$ cat config.mk
export PLATFORM = sky130hd
export DESIGN_NAME = core_sequencer
export DESIGN_NICKNAME = d
export VERILOG_FILES = /design/src/rtl/seq_pkg.sv /design/src/rtl/core_sequencer_bp_match.sv /design/src/rtl/core_sequencer.sv
export SDC_FILE = /design/constraint.sdc
export NUM_CORES = 1
export LEC_CHECK = 0
export BUFFER_PORTS_ARGS = -buffer_cell sky130_fd_sc_hd__buf_2
export CAP_MARGIN = 25
export CORE_UTILIZATION = 44
export CTS_CLUSTER_DIAMETER = 120
export DETAILED_ROUTE_END_ITERATION = 8
export GPL_TIMING_DRIVEN = 0
export PLACE_DENSITY = 0.81
export SYNTH_ARGS = -nofsm -noshare
export SYNTH_HDL_FRONTEND = slang
export SYNTH_SLANG_ARGS = --single-unit
$ cat constraint.sdc
create_clock -name clk -period 2 [get_ports clk]
set_input_delay 0.2 -clock clk [delete_from_list [all_inputs] [get_ports clk]]
set_output_delay 0.2 -clock clk [all_outputs]
set_load 0.01 [all_outputs]
$ cat src/rtl/seq_pkg.sv
// Shared types and constants for the multi-cycle instruction sequencer.
package seq_pkg;

    typedef enum logic [2:0] {
        S_HALT   = 3'd0,
        S_FETCH  = 3'd1,
        S_EXEC   = 3'd2,
        S_MEM    = 3'd3,
        S_RETIRE = 3'd4
    } seq_state_t;

    localparam int SEQ_CNT_W = 32;

endpackage

$ cat src/rtl/core_sequencer_bp_match.sv
// PC breakpoint comparator bank; raises hit when any enabled slot equals pc.
module bp_match #(
    parameter int NUM_BP = 2
) (
    input  logic [31:0]          pc,
    input  logic [NUM_BP-1:0]    bp_en,
    input  logic [32*NUM_BP-1:0] bp_addr,
    output logic                 hit
);

    // OR-reduce the per-slot address matches
    always_comb begin
        hit = 1'b0;
        for (int i = 0; i < NUM_BP; i++) begin
            hit = hit | (bp_en[i] & (bp_addr[32*i +: 32] == pc));
        end
    end

endmodule

$ cat src/rtl/core_sequencer.sv
// Multi-cycle phase sequencer with run/halt/step debug control, PC breakpoints
// and a retired-instruction counter; all outputs are registered.
module core_sequencer
    import seq_pkg::*;
#(
    parameter int NUM_BP = 2
) (
    input  logic                 clk,
    input  logic                 rst,
    input  logic                 run_req,
    input  logic                 step_req,
    input  logic                 halt_req,
    input  logic [NUM_BP-1:0]    bp_en,
    input  logic [32*NUM_BP-1:0] bp_addr,
    input  logic [31:0]          pc,
    input  logic                 mem_access,
    input  logic                 mem_ready,
    output logic                 pc_en,
    output logic                 reg_wr_en,
    output logic                 mem_wr_en,
    output logic                 halted,
    output logic                 bp_hit,
    output logic [31:0]          retire_count,
    output logic [2:0]           state
);

    seq_state_t           state_r;
    seq_state_t           state_nxt_s;
    logic                 step_pend_r;
    logic                 halt_pend_r;
    logic                 skip_bp_r;
    logic                 bp_hit_r;
    logic                 halted_r;
    logic                 pc_en_r;
    logic                 reg_wr_en_r;
    logic                 mem_wr_en_r;
    logic [SEQ_CNT_W-1:0] retire_count_r;
    logic                 bp_match_s;

    bp_match #(
        .NUM_BP (NUM_BP)
    ) u_bp_match (
        .pc      (pc),
        .bp_en   (bp_en),
        .bp_addr (bp_addr),
        .hit     (bp_match_s)
    );

    // Next-state decision for the phase FSM
    always_comb begin
        state_nxt_s = state_r;
        case (state_r)
            S_HALT: begin
                if (step_req || run_req) state_nxt_s = S_FETCH;
                else                     state_nxt_s = S_HALT;
            end
            S_FETCH: begin
                if (bp_match_s && !skip_bp_r) state_nxt_s = S_HALT;
                else                          state_nxt_s = S_EXEC;
            end
            S_EXEC: begin
                if (mem_access) state_nxt_s = S_MEM;
                else            state_nxt_s = S_RETIRE;
            end
            S_MEM: begin
                if (mem_ready) state_nxt_s = S_RETIRE;
                else           state_nxt_s = S_MEM;
            end
            S_RETIRE: begin
                if (step_pend_r || halt_pend_r || !run_req) state_nxt_s = S_HALT;
                else                                        state_nxt_s = S_FETCH;
            end
            default: state_nxt_s = S_HALT;
        endcase
    end

    // State, debug flags, counter and outputs decoded from the next state
    always_ff @(posedge clk) begin
        if (rst) begin
            state_r        <= S_HALT;
            step_pend_r    <= 1'b0;
            halt_pend_r    <= 1'b0;
            skip_bp_r      <= 1'b0;
            bp_hit_r       <= 1'b0;
            halted_r       <= 1'b1;
            pc_en_r        <= 1'b0;
            reg_wr_en_r    <= 1'b0;
            mem_wr_en_r    <= 1'b0;
            retire_count_r <= 32'd0;
        end else begin
            state_r     <= state_nxt_s;
            halted_r    <= (state_nxt_s == S_HALT);
            pc_en_r     <= (state_nxt_s == S_RETIRE);
            reg_wr_en_r <= (state_nxt_s == S_RETIRE);
            mem_wr_en_r <= (state_nxt_s == S_MEM);
            case (state_r)
                S_HALT: begin
                    // skip_bp lets the instruction sitting on a breakpoint resume
                    if (step_req) begin
                        step_pend_r <= 1'b1;
                        skip_bp_r   <= 1'b1;
                    end else if (run_req) begin
                        skip_bp_r   <= 1'b1;
                    end
                    if (state_nxt_s != S_HALT) bp_hit_r <= 1'b0;
                end
                S_FETCH: begin
                    skip_bp_r <= 1'b0;
                    if (state_nxt_s == S_HALT) bp_hit_r <= 1'b1;
                    if (halt_req) halt_pend_r <= 1'b1;
                end
                S_EXEC, S_MEM: begin
                    if (halt_req) halt_pend_r <= 1'b1;
                end
                S_RETIRE: begin
                    retire_count_r <= retire_count_r + 32'd1;
                    if (state_nxt_s == S_HALT) begin
                        step_pend_r <= 1'b0;
                        halt_pend_r <= 1'b0;
                    end else if (halt_req) begin
                        halt_pend_r <= 1'b1;
                    end
                end
                default: begin
                    step_pend_r <= 1'b0;
                    halt_pend_r <= 1'b0;
                end
            endcase
        end
    end

    assign pc_en        = pc_en_r;
    assign reg_wr_en    = reg_wr_en_r;
    assign mem_wr_en    = mem_wr_en_r;
    assign halted       = halted_r;
    assign bp_hit       = bp_hit_r;
    assign retire_count = retire_count_r;
    assign state        = state_r;

endmodule

# Yosys cells after proc, flatten, opt, wreduce, memory -nomap -nowiden
# Cells that the tools add are included.
# totals
reg_bits	42
in_bits	105
out_inout_bits	40
elab_cells	59
# op_classes
eq_ne	13
n_reduce_logical	14
mux	18
bitwise	4
add_sub_neg	1
# ops
op	n
$eq 32x32->1	2
$add 32x1->32 const B	1
$pmux 3 s5	1
$mux 1	10
$eq 3x2->1 const B	3
$ne 2x2->1 const B	4
$eq 3x3->1 const B	2
$logic_not 3->1	2
$mux 3	2
$pmux 1 s3	2
$reduce_and 3->1	2
$pmux 1 s2	2
$eq 3x1->1 const B	1
$logic_or 1x1->1	3
$ne 3x3->1 const B	1
$reduce_bool 3->1	1
$reduce_or 3->1	1
$and 1x1->1	2
$logic_not 1->1	2
$mux 2	1
$reduce_and 2->1	1
$reduce_bool 2->1	1
$logic_and 1x1->1	1
$not 1->1	1
$or 1x1->1	1

# Longest topological paths before layout
# depth
word_depth	9
ltp_mapped	8

# Cells and area by module
# A second synthesis with hierarchy kept.
# hier_totals
hier_cells	313
area_unflattened_um2	2631.3
# modules_own_cells
module	instances	area_each_um2	cells_each
core_sequencer	1	1931.9	226
bp_match	1	699.4	87

# Least setup slack after synthesis
# No wires, ideal clock.
# synth_path
path_kind	reg-to-reg
startpoint	register retire_count_r[7] (netlist: retire_count[7])
endpoint	register retire_count_r[31] (netlist: retire_count[31])
n_path_buf	0
path_stages_with_launch	6
synth_period_minus_slack_ps	1826
required_ps	1930
setup_slack_ps	174
arrival_time_ps	1755
path_cell_list	dfxtp_1 -> nand4_2 -> nor4_4 -> nand4_2 -> or3_1 -> a21oi_1
# synth_via
elab_chain_cells	1
# synth_rtl
item	line	rtl
from (decl)	core_sequencer.sv:37	logic [SEQ_CNT_W-1:0] retire_count_r;
from (signal assigned)	core_sequencer.sv:116	retire_count_r <= retire_count_r + 32'd1;
$add 32x1->32	core_sequencer.sv:116	
# Every way passes these cells.
# A chain may end at the register's enable or synchronous reset.

# Final worst setup path
# layout_path
startpoint	register retire_count_r[8] (netlist: retire_count[8])
endpoint	register retire_count_r[31] (netlist: retire_count[31])
# The elaborated chain is that of the path after synthesis.

==> metrics.cfg <==
[outcome]
status = complete, no violations

[logic_synthesis]
netlist.area_leader.share = 0.331
synth_nets = 401
ys_seq_elements = 42
avgSynthCellArea_um2 = 8.61
synth_cell_types = 37
syn_area_um2 = 2540
ys_warn_count = 0
synthTopCellsByArea = dfxtp_1, xnor2_1, xor2_1, nand4_1, nor2_1
yosysSeqAreaShare = 0.331
netlist_instances = 295
synth_flop_cell = dfxtp_1
synth-async-reset-ratio = 0
synth_top_area_cell = dfxtp_1
synth_edf_count = 0

[place]
io_buffers = 143
hpwl_mm = 5.63
dpl_cell_area_um2 = 3340
dp_cells = 510
gp_congestion = 0.840

[critical_path]
worstPathRequired_ns = 2.22
cp-start-kind = register
critical_path.max_fanout = 7
rr_worst_depth = 6
crit_type = reg -> reg
reg2reg_from = retire_count[8]$_SDFFE_PP0N_
endpoint_kind = register
arrival_ns = 2.09
cp.depth = 6
regToRegEndpoint = retire_count[31]$_SDFFE_PP0N_
slowest_delay_ns = 0.46
slowest_stage = dfxtp_1
path_delay_family = simple AND/OR/NAND/NOR gates
critPathLaunch = retire_count[8]$_SDFFE_PP0N_
ff2ff_setup_slack_ns = 0.13
crit_chain = nand4_4 -> nor4_4 -> buf_4 -> nand4_2 -> or3_1 -> a21oi_1
critPathBufInv = 1
worstSetupEndpoint = retire_count[31]$_SDFFE_PP0N_

[floorplan]
ios = 145
num_rows = 27
die_area_um2 = 6080
core_um2 = 5540
start_util = 0.458
die_h_um = 78.0
die_width_um = 78.0

[detailed_routing]
drtIter0Drc = 73
wl_mm = 7.00
antenna_left = 0
wire_per_inst_um = 13.5
drc = 0
drt_pass1_iterations = 4
via_count = 2621
viasPerCell = 5.04

[clock_tree]
htreeDepth = 2
cts_tree = done
cts_buffers = 5
path_clk_slew_ns = 0.08
clock_latency_ns = 0.30
clockBufferDepth = 2
clockRootBuffer = clkbuf_8
ctsHoldBuffers = 0
cts.sinks = 42

[timing]
slew_headroom = 0.637
setup_violations = 0
fin_crit_sh = 0.935
rsz0062_at_grt = no
slew_violations = 0
tightest_slew_ns = 0.544
post-route-min-period_ns = 1.87
clock_skew_ns = 0.00834
hold_violations = 0
fmax_mhz = 535

[power]
ir_drop_mv = 0.326
leakage_nw = 1.51
powerDensity_nw_per_um2 = 520
finalPower_w = 0.00180

[finish]
layout.nets = 553
final_cells = 520
design_area_um2 = 3460
layout-drive-gt1-share = 0.371
area_growth_pct = 36.3
fin_util = 0.625
diodes = 0
nFillCells = 505

[global_routing]
grt_max_degree = 14
grt_pass1_vias = 2372
grt_usage = 0.233
grt_pass1_wl_mm = 11.1
antenna_found_initial = 0
overflow = 0

[flow_run]
drv_cap = 0

[hold_path]
hp-class = in -> reg
min_path_cells = 2

==> per-layer routing <==
metal  track usage  part of all wire
met1         0.300              0.45
met2         0.374              0.47
met3        0.0506             0.057
met4         0.100             0.024
met5             0                 0
==> how the worst min path moves through the flow <==
stage / start / end / slack, ns
3_3_place_gp: retire_count[31]$_SDFFE_PP0N_ / retire_count[31]$_SDFFE_PP0N_ / 0.47
5_1_grt: rst / state[0]$_SDFF_PP0_ / 0.21
2_1_floorplan: step_req / step_pend_r$_SDFFE_PP0P_ / 0.39
3_5_place_dp: retire_count[1]$_SDFFE_PP0N_ / retire_count[1]$_SDFFE_PP0N_ / 0.50
6_report: rst / state[0]$_SDFF_PP0_ / 0.21
4_1_cts: rst / state[0]$_SDFF_PP0_ / 0.21
==> kinds of logic after synthesis <==
| logic type | share of synthesized area |
|---|---|
| buffers and inverters | 0.0197 |
| XOR/XNOR | 0.300 |
| AO/OA/AOI/OAI | 0.0611 |
| AND/OR/NAND/NOR | 0.279 |
| multiplexers | 0.00394 |
| flip-flops | 0.331 |
| adder cells (fa/ha/maj) | 0.00493 |
==> cells in the mapped netlist (2+ instances only) <==
| master | n |
|---|---|
| and4_1 | 4 |
| nor4_1 | 5 |
| dfxtp_1 | 42 |
| nand3b_1 | 3 |
| and3_1 | 2 |
| inv_1 | 3 |
| nor2_1 | 31 |
| a21boi_0 | 2 |
| xor2_1 | 29 |
| xnor2_1 | 58 |
| or3_1 | 7 |
| clkbuf_1 | 6 |
| nand4_2 | 2 |
| nand3_1 | 17 |
| nor4b_1 | 2 |
| a21oi_1 | 12 |
| nand4_1 | 21 |
| nand2_1 | 16 |
| nor3_1 | 6 |
| nor4_4 | 2 |
| o21ai_0 | 8 |
| and2_1 | 2 |
==> cell usage in the layout, fill, tap and decap left out, drive strengths merged, types with 2 or more instances in the layout <==
master / instances
buf: 149
xnor2: 58
dfxtp: 42
nor2: 32
xor2: 29
nand4: 23
nand3: 17
nand2: 16
a21oi: 12
clkbuf: 11
o21ai: 8
or3: 8
nor4: 7
nor3: 6
and4: 5
inv: 3
nand3b: 3
and2: 3
nor4b: 2
a21boi: 2
and3: 2
clkinv: 2
==> power breakdown <==
group          internal, W  switching, W
combinational     0.000202      0.000186
clock             0.000246      0.000291
sequential        0.000856     0.0000179
total              0.00130      0.000495
==> sequential cells by signal, summed over array words and instances (netlist names) <==
signal / flops
reg_wr_en: 1
retire_count: 32
state: 3
halted: 1
mem_wr_en: 1
halt_pend_r: 1
bp_hit: 1
skip_bp_r: 1
step_pend_r: 1
==> area by class of cell <==
cell class	count	area [µm²]	share of cell area
repair buffers	146	738	0.213
multi-input cells	241	1660	0.479
inverters	3	11.3	0.00325
well taps	72	90.1	0.0260
plain buffers	8	35.0	0.0101
flip-flops and latches	42	842	0.243
clock buffers	6	72.6	0.0210
clock inverters	2	13.8	0.00398
==> worst reg2reg max path, stage by stage (launching register included) <==
cell and delay, ns:
dfxtp_1 0.46, nand4_4 0.17, nor4_4 0.27, buf_4 0.19
nand4_2 0.17, or3_1 0.38, a21oi_1 0.16
==> through the flow <==
stage	hold slack [ns]	setup TNS (ns)	setup WS [ns]
floorplan	0.387	0	0.174
global placement	0.466	0	0.0567
detailed placement	0.497	-0.00195	-0.00195
CTS	0.210	0	0.00509
global route	0.215	0	0.00738
finish	0.215	0	0.129
==> repair_timing <==
| action | 4_1_cts | 5_1_grt |
|---|---|---|
| setup buffers | 0 | 3 |
| pin swaps | 1 | 2 |
| resized for setup | 0 | 3 |
| endpoints found under the hold margin | 0 | 0 |
| setup endpoints to repair | 3 | 11 |
No activity file was read; power rests on OpenSTA's default activity.
